$ cat src/rtl/dlf_exc_pkg.sv
// Shared definitions for the DLFloat exception flag path: flag indices,
// CSR operation encodings and the 5-bit flag vector type.
package dlf_exc_pkg;

  localparam int NUM_FLAGS = 5;

  localparam int FLG_NV = 4;
  localparam int FLG_DZ = 3;
  localparam int FLG_OF = 2;
  localparam int FLG_UF = 1;
  localparam int FLG_NX = 0;

  typedef logic [NUM_FLAGS-1:0] flag_vec_t;

  typedef enum logic [1:0] {
    CSR_NONE  = 2'b00,
    CSR_WRITE = 2'b01,
    CSR_SET   = 2'b10,
    CSR_CLEAR = 2'b11
  } csr_op_e;

  // Value fflags takes from the CSR access alone, before new events merge in.
  function automatic flag_vec_t csr_base(flag_vec_t cur, csr_op_e op, flag_vec_t wd);
    flag_vec_t res;
    res = cur;
    case (op)
      CSR_WRITE: res = wd;
      CSR_SET:   res = cur | wd;
      CSR_CLEAR: res = cur & ~wd;
      default:   res = cur;
    endcase
    return res;
  endfunction

endpackage

$ cat src/rtl/exc_sat_counter.sv
// Saturating event counter; clr reloads the counter with the current
// increment so an event coinciding with the clear is not lost.
module exc_sat_counter #(
  parameter int CNT_W = 8
) (
  input  logic             clk,
  input  logic             rst,
  input  logic             inc,
  input  logic             clr,
  output logic [CNT_W-1:0] count
);

  logic [CNT_W-1:0] count_d;

  always_comb begin
    count_d = count;
    if (clr) begin
      count_d = {{(CNT_W-1){1'b0}}, inc};
    end else if (inc && (count != {CNT_W{1'b1}})) begin
      count_d = count + {{(CNT_W-1){1'b0}}, 1'b1};
    end
  end

  always_ff @(posedge clk or posedge rst) begin
    if (rst) begin
      count <= '0;
    end else begin
      count <= count_d;
    end
  end

endmodule

$ cat src/rtl/exception_flag_csr.sv
// Sticky fflags CSR with per-lane sticky masks, per-flag event counters and
// a trap request for enabled exceptions, fed by exception_unit.
module exception_flag_csr
  import dlf_exc_pkg::*;
#(
  parameter int LANES = 4,
  parameter int CNT_W = 8
) (
  input  logic                 clk,
  input  logic                 rst,
  input  logic                 flag_valid,
  input  logic [LANES-1:0]     invalid,
  input  logic [LANES-1:0]     div_by_zero,
  input  logic [LANES-1:0]     overflow,
  input  logic [LANES-1:0]     underflow,
  input  logic [LANES-1:0]     inexact,
  input  logic [1:0]           csr_op,
  input  logic [4:0]           csr_wdata,
  input  logic [4:0]           trap_en,
  input  logic                 irq_ack,
  input  logic                 cnt_clr,
  input  logic [2:0]           cnt_sel,
  output logic [4:0]           fflags,
  output logic [5*LANES-1:0]   lane_sticky,
  output logic                 irq,
  output logic [4:0]           irq_cause,
  output logic [CNT_W-1:0]     cnt_rdata
);

  logic [LANES-1:0]   lane_in [NUM_FLAGS];
  flag_vec_t          new_flags;
  flag_vec_t          base;
  flag_vec_t          lane_clr;
  flag_vec_t          hit;
  flag_vec_t          fflags_d;
  flag_vec_t          cause_d;
  logic               irq_d;
  logic [5*LANES-1:0] lane_d;
  logic [CNT_W-1:0]   cnt_q [NUM_FLAGS];

  always_comb begin
    lane_in[FLG_NV] = invalid;
    lane_in[FLG_DZ] = div_by_zero;
    lane_in[FLG_OF] = overflow;
    lane_in[FLG_UF] = underflow;
    lane_in[FLG_NX] = inexact;
  end

  always_comb begin
    new_flags = '0;
    for (int f = 0; f < NUM_FLAGS; f++) begin
      new_flags[f] = flag_valid & (|lane_in[f]);
    end
  end

  assign base     = csr_base(fflags, csr_op_e'(csr_op), csr_wdata);
  assign fflags_d = base | new_flags;
  // Lane history is only dropped when the CSR access actually clears the flag.
  assign lane_clr = fflags & ~base;
  assign hit      = new_flags & trap_en;

  always_comb begin
    lane_d = lane_sticky;
    for (int f = 0; f < NUM_FLAGS; f++) begin
      lane_d[f*LANES +: LANES] = (lane_sticky[f*LANES +: LANES] & {LANES{~lane_clr[f]}})
                               | (lane_in[f] & {LANES{flag_valid}});
    end
  end

  // An ack with a fresh enabled hit hands the new cause straight over
  // instead of dropping the request for a cycle.
  always_comb begin
    irq_d   = irq;
    cause_d = irq_cause;
    if (!irq) begin
      if (|hit) begin
        irq_d   = 1'b1;
        cause_d = hit;
      end
    end else if (!irq_ack) begin
      cause_d = irq_cause | hit;
    end else if (|hit) begin
      cause_d = hit;
    end else begin
      irq_d   = 1'b0;
      cause_d = '0;
    end
  end

  always_ff @(posedge clk or posedge rst) begin
    if (rst) begin
      fflags      <= '0;
      lane_sticky <= '0;
      irq         <= 1'b0;
      irq_cause   <= '0;
    end else begin
      fflags      <= fflags_d;
      lane_sticky <= lane_d;
      irq         <= irq_d;
      irq_cause   <= cause_d;
    end
  end

  for (genvar g = 0; g < NUM_FLAGS; g++) begin : g_cnt
    exc_sat_counter #(
      .CNT_W(CNT_W)
    ) u_cnt (
      .clk  (clk),
      .rst  (rst),
      .inc  (new_flags[g]),
      .clr  (cnt_clr),
      .count(cnt_q[g])
    );
  end

  always_comb begin
    cnt_rdata = '0;
    case (cnt_sel)
      3'd0:    cnt_rdata = cnt_q[0];
      3'd1:    cnt_rdata = cnt_q[1];
      3'd2:    cnt_rdata = cnt_q[2];
      3'd3:    cnt_rdata = cnt_q[3];
      3'd4:    cnt_rdata = cnt_q[4];
      default: cnt_rdata = '0;
    endcase
  end

endmodule

$ cat config.mk
export PLATFORM = sky130hd
export DESIGN_NAME = exception_flag_csr
export DESIGN_NICKNAME = d
export VERILOG_FILES = /design/src/rtl/dlf_exc_pkg.sv /design/src/rtl/exc_sat_counter.sv /design/src/rtl/exception_flag_csr.sv
export SDC_FILE = /design/constraint.sdc
export NUM_CORES = 1
export LEC_CHECK = 0
export CAP_MARGIN = 20
export CORE_ASPECT_RATIO = 1.1
export CORE_UTILIZATION = 51
export DETAILED_ROUTE_END_ITERATION = 6
export PLACE_DENSITY = 0.88
export SYNTH_ARGS = -nofsm -noshare
export SYNTH_HDL_FRONTEND = slang
export SYNTH_SLANG_ARGS = --single-unit
$ cat constraint.sdc
create_clock -name clk -period 3.1 [get_ports clk]
set_input_delay 0.62 -clock clk [delete_from_list [all_inputs] [get_ports clk]]
set_output_delay 0.62 -clock clk [all_outputs]
set_load 0.02 [all_outputs]
==> results of run 1 <==
==> layout by cell type, fill, tap and decap left out, types with 8 or more instances in the layout <==
cell	count
nor2_1	16
buf_4	8
a21oi_1	29
clkdlybuf4s50_1	73
or3_1	11
dfrtp_1	71
clkbuf_8	10
inv_1	14
mux2i_1	15
o21ai_0	29
nand2_1	28
nand3_1	17
a22o_1	20
==> state kept, by name (all words and copies together), names as in the netlist <==
signal	cells
fflags	5
irq	1
irq_cause	5
lane_sticky	20
g_cnt.u_cnt.count	40
==> metrics by stage <==
step	instances	hold slack (ns)	total power, W
2_1_floorplan	378	0.495	0.00133
3_3_place_gp	536	0.480	0.00157
3_5_place_dp	536	0.480	0.00159
4_1_cts	552	0.501	0.00258
5_1_grt	552	0.524	0.00267
6_report	552	0.499	0.00257
==> power breakdown <==
part	total, W	switching (W)	internal (W)
sequential	0.00107	0.0000679	0.00100
combinational	0.000513	0.000262	0.000250
clock	0.000992	0.000352	0.000640
==> critical path, stage by stage <==
cell and delay [ns]:
clkdlybuf4s50_1 0.50, buf_12 0.18, mux4_2 0.20, inv_1 0.05
o21ai_0 0.23, clkdlybuf4s50_1 0.66
==> cell families after synthesis <==
| logic type | after synthesis | synth area share |
|---|---|---|
| compound gates | 130 | 0.243 |
| simple gates | 115 | 0.162 |
| flops | 71 | 0.470 |
| buf+inv | 30 | 0.0318 |
| mux | 19 | 0.0576 |
| xor+xnor | 8 | 0.0185 |
| fa+ha+maj | 5 | 0.0166 |
==> how the worst max path moves through the flow <==
stage	from	to	slack, ns	cells after the start
final	cnt_sel[1]	cnt_rdata[1]	0.05	6
after global routing	cnt_sel[1]	cnt_rdata[0]	0.01	6
after CTS	cnt_sel[1]	cnt_rdata[3]	0.01	6
after detailed placement	cnt_sel[1]	cnt_rdata[3]	0.03	6
after global placement	cnt_sel[1]	cnt_rdata[3]	0.04	6
after floorplan	rst	fflags[0]	0.68	1
==> final cells by class <==
type                    count  area (um2)  share of cell area
clock buffers              11         141              0.0284
clock inverters             5         129              0.0259
inverters                  15        56.3              0.0113
multi-input cells         277        1880               0.377
flip-flops and latches     71        1780               0.357
well taps                  85         106              0.0213
repair buffers             88         893               0.179
==> timing repair <==
action / 4_1_cts / 5_1_grt
setup endpoints to repair: 0 / 8
gates resized for setup: 0 / 5
setup buffers: 0 / 0
==> metal layers <==
metal  GRT usage  share of wire  up-vias
met4       0.103          0.020        0
li1            -              -     1620
met2       0.451           0.46      186
met1       0.365           0.43     1768
met5           0              0        -
met3      0.0675          0.091       22
==> flow_metrics.tcl, run 1 <==
set metrics [dict create \
    status "finished with violations" \
    failed_checks "design-rule violations" \
    gp_routability_congestion 0.846 \
    setup_ws_ns 0.0468 \
    syn_avg_cell_area_um2 9.99 \
    synth_area_leaders "dfrtp_1 47%, a22o_1 4.6%, mux2i_1 4.0%" \
    clk_pin_slew_worst_paths_ns 0.08 \
    die_h_um 92.3 \
    num-nets-final 507 \
    syn-instance-count 378 \
    grt_overflow 0 \
    synth.most_common_cell "dfrtp_1" \
    ir_worst_vdd_mv 0.224 \
    io_buffers 78 \
    hold_path.class "register to register" \
    postCtsHoldBufs 0 \
    grt_pass1_wl_mm 17.0 \
    reg2regPathDepth 5 \
    r2r_start "g_cnt[2].u_cnt.count[0]" \
    period_minus_slack_ns 3.05 \
    startpoint_type "input pin" \
    drv_cap 0 \
    drive_above_1_share 0.0771 \
    tightest_slew_ns 0.806 \
    wirelength_mm 10.3 \
    cts_sinks 71 \
    grt_start_max_net_pins 72 \
    pin_count 79 \
    fin_setup_tns_ns 0 \
    coreArea_um2 7090 \
    cp_max_fo 21 \
    cts_buffer_depth 2 \
    initial_core_util 0.533 \
    dieArea_um2 7750 \
    max_clock_freq_mhz 328 \
    vias_per_cell 6.51 \
    synth.largest_area_cell "dfrtp_1" \
    r2r_end "g_cnt[2].u_cnt.count[1]" \
    clock_latency_ns 0.34 \
    cp.arrival_ns 2.43 \
    setup_viol 0 \
    fin_crit_sh 0.985 \
    synthFlopType "dfrtp_1" \
    r2r_slack_ns 1.21 \
    drv_slew 0 \
    antennaDiodeCount 0 \
    crit_type "input pin to output pin" \
    yosys-top-cells-count "71 x dfrtp_1, 29 x a21oi_1, 29 x o21ai_0, 28 x nand2_1, 20 x a22o_1" \
    fp.dieW_um 84.1 \
    ys_warn_count 0 \
    grt.total_usage 0.279 \
    drtPass1Iterations 7 \
    num_rows 32 \
    total_leakage_power_nw 2.07 \
    hold_viol_final 0 \
    slew_headroom 0.457 \
    area_growth_pct 31.9 \
    skew_ns 0.00837 \
    syn_area_um2 3780 \
    numCtsBuffers 9 \
    min_to "lane_sticky[16]" \
    syn_nets 423 \
    rsz0062_at_grt "false" \
    end_kind "output pin" \
    root_buffer "clkbuf_8" \
    cp.required_ns 2.48 \
    hp-start "lane_sticky[16]" \
    ys_ff_latch 71 \
    ys_types 47 \
    hpwlAfterDp_mm 7.48 \
    dpl-instance-area_um2 4700 \
    dr.first_iter.drc_count 204 \
    antenna_found_initial 0 \
    power.density_nw_per_um2 516 \
    synth_edf_count 0 \
    wl_per_cell_um 18.6 \
    ys_seq_area_frac 0.470 \
    cts_max_level 3 \
    place_ws_ns 0.0256 \
    hold_depth 1 \
    nFillCells 525 \
    fin_util 0.703 \
    ys_async_sr_fraction 1.00 \
    drt.antenna.violating_nets 0 \
    grt_pass1_vias 3465 \
    fin_area_um2 4980 \
    via_count 3596 \
    drc 32 \
    yosysTopAreaCellShare 0.470 \
    cts_tree "built" \
]
Note: power is estimated with default switching activity, not from simulation.
==> run 2, diff against run 1 <==
--- a/config.mk
+++ b/config.mk
@@ -9,6 +9,7 @@
 export CORE_ASPECT_RATIO = 1.1
 export CORE_UTILIZATION = 51
 export DETAILED_ROUTE_END_ITERATION = 6
+export MAX_ROUTING_LAYER = met4
 export PLACE_DENSITY = 0.88
 export SYNTH_ARGS = -nofsm -noshare
 export SYNTH_HDL_FRONTEND = slang
==> run 2 against run 1 <==
Compared with the run above: the flow still finishes with violations (design-rule violations); register-to-register slack better by 0.09 ns; final cell count unchanged; setup slack better by 0.13 ns; critical path type unchanged; flip-flop and latch count unchanged; largest power group unchanged.
==> flow_metrics.tcl, run 2 (synthesis gave the netlist of run 1 again) <==
set metrics [dict create \
    status "finished with violations" \
    failed_checks "design-rule violations" \
    pin_count 79 \
    coreArea_um2 7090 \
    hpwlAfterDp_mm 7.44 \
    path_buf_inv 4 \
    fin_util 0.693 \
    top_regs "g_cnt.u_cnt.count (40), lane_sticky (20)" \
    final_cell_mix "71 x dfrtp_1, 70 x clkdlybuf4s50_1, 29 x a21oi_1, 29 x o21ai_0, 28 x nand2_1" \
    drv_cap 0 \
    ir_worst_vdd_mv 0.181 \
    skew_ns 0.00852 \
    gp_routability_congestion 0.868 \
    regMostFlops "g_cnt.u_cnt.count" \
    numCtsBuffers 9 \
    dieArea_um2 7750 \
    fin_crit_sh 0.944 \
    grt_pass1_wl_mm 16.8 \
    cts_buffer_depth 2 \
    clk_pin_slew_worst_paths_ns 0.08 \
    vias_per_cell 6.41 \
    max_stage_delay_ns 0.63 \
    drtPass1Iterations 7 \
    cts_tree "built" \
    antenna_found_initial 0 \
    dr.first_iter.drc_count 260 \
    drt.antenna.violating_nets 0 \
    cts_setup_buffers 0 \
    grt_start_max_net_pins 72 \
    antennaDiodeCount 0 \
    area_growth_pct 30.0 \
    hold_path.class "register to register" \
    via_count 3536 \
    wirelength_mm 10.2 \
    cp.required_ns 2.48 \
    num_rows 32 \
    crit_top_cell "clkdlybuf4s50_1" \
    num-nets-final 507 \
    initial_core_util 0.533 \
    grt.total_usage 0.286 \
    total_leakage_power_nw 2.06 \
    fin_setup_tns_ns 0 \
    final_common_cell "dfrtp_1" \
    max_clock_freq_mhz 342 \
    root_buffer "clkbuf_8" \
    drive_above_1_share 0.0771 \
    startpoint_type "input pin" \
    cts_max_level 3 \
    grt_overflow 0 \
    power.density_nw_per_um2 472 \
    rsz0062_at_grt "false" \
    slew_headroom 0.472 \
    largest_register_ffs 40 \
    io_buffers 78 \
    cp_max_fo 21 \
    cts_sinks 71 \
    crit_type "input pin to output pin" \
    hold_viol_final 0 \
    fp.dieW_um 84.1 \
    cp.arrival_ns 2.31 \
    end_kind "output pin" \
    path_cells "clkdlybuf4s50_1 -> buf_12 -> mux4_2 -> inv_1 -> o21ai_0 -> clkdlybuf4s50_1" \
    path_delay_family "buffers and inverters" \
    drv_slew 0 \
    drc 33 \
    period_minus_slack_ns 2.93 \
    tightest_slew_ns 0.784 \
    setup_viol 0 \
    die_h_um 92.3 \
    grt_pass1_vias 3324 \
    clock_latency_ns 0.35 \
    wl_per_cell_um 18.5 \
    cpMaxStageDelayCell "clkdlybuf4s50_1" \
]
run 2: final timing paths:
check                                              from                       to  slack, ns  cells after the start
worst min-delay path                     lane_sticky[7]           lane_sticky[7]       0.50                      1
max in group asynchronous                           rst  g_cnt[3].u_cnt.count[4]       2.13                      3
worst max register to register  g_cnt[2].u_cnt.count[0]  g_cnt[2].u_cnt.count[1]       1.30                      5
worst min register to register           lane_sticky[7]           lane_sticky[7]       0.50                      1
min in group asynchronous                           rst                fflags[4]       0.66                      3
worst max-delay path                         cnt_sel[1]             cnt_rdata[4]       0.17                      6
run 2: layer usage:
metal  wire (um)  vias to the layer above  GRT usage
met5           0                        -          -
li1            -                     1622          -
met3         855                       14     0.0585
met1        4390                     1733      0.371
met4         140                        0      0.103
met2        4800                      167      0.447
run 2: where the power goes:
group          internal (W)  leakage [nW]  switching, W
combinational      0.000250          1.09      0.000260
clock              0.000376        0.0933      0.000363
sequential          0.00100         0.885     0.0000682
run 2: final cells by class:
| cell class | instances | area [um2] |
|---|---|---|
| Fill cell | 514 | 2170 |
| Multi-Input combinational cell | 277 | 1880 |
| Sequential cell | 71 | 1780 |
| Timing Repair Buffer | 88 | 897 |
| Clock buffer | 10 | 128 |
| Tap cell | 85 | 106 |
| Clock inverter | 6 | 67.6 |
| Inverter | 15 | 56.3 |
run 2: stage by stage:
stage / cells / total power, W / setup WS [ns] / cell area [um2] / hold slack (ns)
after floorplan: 378 / 0.00133 / 0.683 / 3780 / 0.495
after global placement: 536 / 0.00157 / 0.0428 / 4700 / 0.480
after detailed placement: 536 / 0.00159 / 0.0190 / 4700 / 0.480
after CTS: 552 / 0.00233 / 0.00914 / 4890 / 0.506
after global routing: 552 / 0.00242 / 0.0860 / 4910 / 0.514
final: 552 / 0.00232 / 0.175 / 4910 / 0.500
run 2: repair_timing:
action	in CTS	in global routing
resized for setup	1	7
hold buffers	0	0
setup endpoints to repair	1	7
run 2: worst reg2reg max path, stage by stage, from the launching register on:
cell and delay (ns):
dfrtp_1 0.45, ha_1 0.26, nand3_1 0.22, o21ai_0 0.47, mux2i_1 0.24, nor2_1 0.05
